## config.mk

```make
export PLATFORM = sky130hd
export DESIGN_NAME = grf_wb_sink
export DESIGN_NICKNAME = d
export VERILOG_FILES = /design/src/rtl/grf_wb_sink.sv
export SDC_FILE = /design/constraint.sdc
export NUM_CORES = 2
export LEC_CHECK = 0
export ABC_CLOCK_PERIOD_IN_PS = 6090
export BUFFER_PORTS_ARGS = -buffer_cell sky130_fd_sc_hd__buf_2
export CAP_MARGIN = 20
export CORE_ASPECT_RATIO = 1.75
export CORE_MARGIN = 1
export CORE_UTILIZATION = 40
export CTS_CLUSTER_DIAMETER = 40
export DETAILED_ROUTE_END_ITERATION = 10
export PLACE_DENSITY = 0.54
export REMOVE_ABC_BUFFERS = 1
export SYNTH_ARGS = -nofsm -noshare
export SYNTH_HDL_FRONTEND = slang
export SYNTH_SLANG_ARGS = --single-unit
```

## constraint.sdc

```tcl
create_clock -name clk -period 6.09 [get_ports clk]
set_clock_uncertainty 0.15 [all_clocks]
set_input_delay 1.218 -clock clk [delete_from_list [all_inputs] [get_ports clk]]
set_output_delay 1.218 -clock clk [all_outputs]
set_load 0.03 [all_outputs]
```

## src/rtl/grf_wb_sink.sv

```systemverilog
// General register file: synchronous write from the W-stage write-back mux, two async read ports for D.
// Define GRF_BYPASS_EN to forward the in-flight W-stage write onto RD1/RD2 within the same cycle.
module grf_wb_sink #(
  parameter int DATA_W = 32,
  parameter int ADDR_W = 5
) (
  input  logic              clk,
  input  logic              reset,
  input  logic              WE,
  input  logic [ADDR_W-1:0] A1,
  input  logic [ADDR_W-1:0] A2,
  input  logic [ADDR_W-1:0] A3,
  input  logic [DATA_W-1:0] WD,
  output logic [DATA_W-1:0] RD1,
  output logic [DATA_W-1:0] RD2
);

  localparam int NREGS = 2 ** ADDR_W;

  logic [DATA_W-1:0] r_regs [NREGS];
  logic              w_wr_en;

  // $0 is excluded here so it can only ever hold the reset value
  assign w_wr_en = WE && (A3 != '0);

  always_ff @(posedge clk) begin
    if (reset) begin
      for (int i = 0; i < NREGS; i++) begin
        r_regs[i] <= '0;
      end
    end else if (w_wr_en) begin
      r_regs[A3] <= WD;
    end
  end

  function automatic logic [DATA_W-1:0] read_port(
    input logic [ADDR_W-1:0] addr,
    input logic [DATA_W-1:0] stored,
    input logic              byp_ok
  );
    logic [DATA_W-1:0] val;
    val = stored;
`ifdef GRF_BYPASS_EN
    if (byp_ok && (addr == A3)) val = WD;
`else
    if (byp_ok && (addr == A3)) val = stored;
`endif
    if (addr == '0) val = '0;
    return val;
  endfunction

  logic w_byp_ok;
  assign w_byp_ok = !reset && w_wr_en;

  always_comb begin
    RD1 = read_port(A1, r_regs[A1], w_byp_ok);
    RD2 = read_port(A2, r_regs[A2], w_byp_ok);
  end

endmodule

```

==> flow_metrics.py <==
metrics = {
    "die": {
        "die_area_um2": 137100,
        "num_rows": 178,
        "die_w_um": 280.3,
        "start_util": 0.4032,
        "dieHeight_um": 489.1,
        "core_area_um2": 134500,
        "pin_count": 114,
    },
    "global_route": {
        "use_met2": 0.5132,
        "grt_use_total": 0.2880,
        "met1_usage": 0.3406,
        "grt_overflow": 0,
        "grt_use_met3": 0.03829,
        "grt_pass1_wl_um": 271500,
        "antenna_found_initial": 14,
        "grt_pass1_vias": 35073,
        "globalRoute.busiestLayer": "met2",
        "grt_max_degree": 69,
    },
    "sta": {
        "drv_slew": 0,
        "worst_pin_slew_ns": 1.196,
        "period_needed_ns": 5.581,
        "slew_headroom": 0.2005,
        "hold_viol": 0,
        "max_freq_mhz": 179.2,
        "totalNegativeSetupSlack_ns": 0,
        "fin_crit_sh": 0.9164,
        "setup_viol": 0,
        "rsz0062_at_grt": "false",
    },
    "critical_path": {
        "worstPathArrival_ns": 4.21,
        "endpoint": "RD1[4]",
        "worst_setup_path_start_kind": "input port",
        "cp-end-kind": "primary output",
        "cp_max_fo": 26,
        "crit_type": "in -> out",
        "worstSetupStartpoint": "A1[0]",
        "worstPathRequired_ns": 4.72,
    },
    "logic_synthesis": {
        "yosysWarnings": 0,
        "yosys.cell_types.count": 42,
        "synth_area_per_cell_um2": 15.49,
        "yosys.area.top_type_share": 0.5670,
        "syn-cell-area_um2": 54230,
        "postSynthCellCount": 3502,
        "yosys-top-cells-area": "edfxtp_1 (57%), mux4_2 (20%), and2_1 (11%)",
        "yosysSeqAreaShare": 0.5670,
        "ys_ff_latch": 1024,
        "yosys.area.top_type": "edfxtp_1",
    },
    "cells_and_area": {
        "multi_input_area_um2": 22090,
        "regArea_um2": 30750,
        "largest_reg_flops": 1024,
        "top_register": "r_regs",
        "postLayoutCellArea_um2": 61170,
        "fillers": 11753,
        "syn2layout_area_growth_pct": 12.80,
        "final_cell_mix": "edfxtp_1 (1024), and2_1 (994), mux4_2 (472)",
        "largestRegisters": "r_regs: 1024 flops",
        "nNetsFinal": 3603,
        "layout_commonest_cell": "edfxtp_1",
        "layout-drive-gt1-share": 0.2884,
    },
    "routing": {
        "vias_per_cell": 6.126,
        "dr.pass1.iters": 5,
        "drc": 0,
        "drt-initial-drc-count": 3453,
        "wirelength_um": 196100,
        "postRouteAntennaNets": 0,
        "wire_per_inst_um": 35.94,
        "vias": 33421,
    },
    "worst_hold_path": {
        "min_path_cells": 1,
        "hold_class": "in -> reg",
    },
    "clocking": {
        "cts.sinks": 1024,
        "clockRootBuffer": "clkbuf_16",
        "cts_resized": 0,
        "cts_htree_levels": 3,
        "clk_pin_slew_ns": 0.06,
        "clock_path_buffers": 3,
        "cts_buffers": 116,
        "cts_setup_buffers": 0,
        "ctsHoldBuffers": 0,
        "cts_tree": "built",
    },
    "placement": {
        "dpl.hpwl_um": 119800,
        "routabilityCongestion": 0.8314,
        "io_buffers": 113,
        "dpl_cell_area_um2": 57420,
    },
    "flow_run": {
        "drv_cap": 0,
    },
    "power_and_ir_drop": {
        "p_per_area_nw_per_um2": 286.0,
        "ir_drop_v": 0.0002190,
        "leakagePower_nw": 20.93,
    },
    "run_status": {
        "status": "finished, final reports clean",
    },
}
==> cell type report <==
| cell class | count | share of cell area |
|---|---|---|
| clock inverter | 85 | 0.01280 |
| tap | 1800 | 0.03682 |
| inverter | 2 | 0.0001227 |
| multi-input combinational | 2120 | 0.3612 |
| timing repair buffer | 289 | 0.03784 |
| antenna | 5 | 0.0002045 |
| clock buffer | 131 | 0.04837 |
| sequential | 1024 | 0.5027 |
==> synthesized netlist by cell type, drive strengths merged <==
cell,number
a221oi,4
o21ai,4
conb,1
or2,33
nand2b,5
or3b,4
o221ai,1
a32o,4
a22o,51
a21oi,12
nor3,54
nand4b,1
or4b,1
and4b,1
a2111oi,55
o22ai,103
clkbuf,272
nand3,5
mux2i,150
inv,2
mux2,30
and3,3
a211oi,7
a22oi,16
mux4,472
nor4,6
or3,2
a221o,2
edfxtp,1024
nor2,36
nand2,7
buf,115
nand4bb,2
nand3b,5
nor2b,14
and2,995
nor4b,3
==> worst min-delay path by stage <==
stage	to	slack [ns]	start
detailed placement	r_regs[0][10]$_SDFFCE_PN0P_	1.59	reset
global route	r_regs[0][10]$_SDFFCE_PN0P_	0.83	reset
finish	r_regs[0][10]$_SDFFCE_PN0P_	0.84	reset
CTS	r_regs[0][10]$_SDFFCE_PN0P_	0.80	reset
floorplan	r_regs[0][0]$_SDFFCE_PN0P_	1.18	reset
global placement	r_regs[0][10]$_SDFFCE_PN0P_	1.58	reset
==> per-layer routing <==
layer	share of wire	wire length, um
met1	0.36	71340
met5	0.00032	63
met2	0.52	102500
met4	0.050	9886
met3	0.063	12330
==> power by group <==
part	switching, mW	total [mW]	internal (mW)
combinational	1.32	2.19	0.876
clock	3.14	6.94	3.81
sequential	0.214	8.36	8.15
==> worst max-delay path, stage by stage <==
cell	delay, ns
buf_8	0.34
buf_4	0.37
mux4_2	0.52
a22o_1	0.24
a2111oi_1	0.92
nor3_1	0.22
buf_2	0.26
==> kinds of logic (layout without fill, tap and decap cells) <==
family | Yosys count | count (layout) | synth area share
simple gates | 1177 | 1177 | 0.1334
mux | 652 | 652 | 0.2299
compound gates | 259 | 259 | 0.03652
buf+inv | 389 | 507 | 0.03313
other cells | 1 | 37 | 0.00006915
flops | 1024 | 1024 | 0.5670
==> per-stage QoR <==
stage          power, mW  utilization  hold slack, ns  worst slack (ns)  std cells
6_report           17.49       0.4548          0.8421            0.5090       5456
3_5_place_dp       10.69       0.4268           1.588            0.5402       5235
3_3_place_gp       10.68       0.4268           1.583            0.4437       5234
4_1_cts            17.56       0.4547          0.8020            0.5386       5451
5_1_grt            17.93       0.4547          0.8268            0.4578       5452
2_1_floorplan      9.531            -           1.181          -0.04776       3146
(Power assumes the default switching activity.)
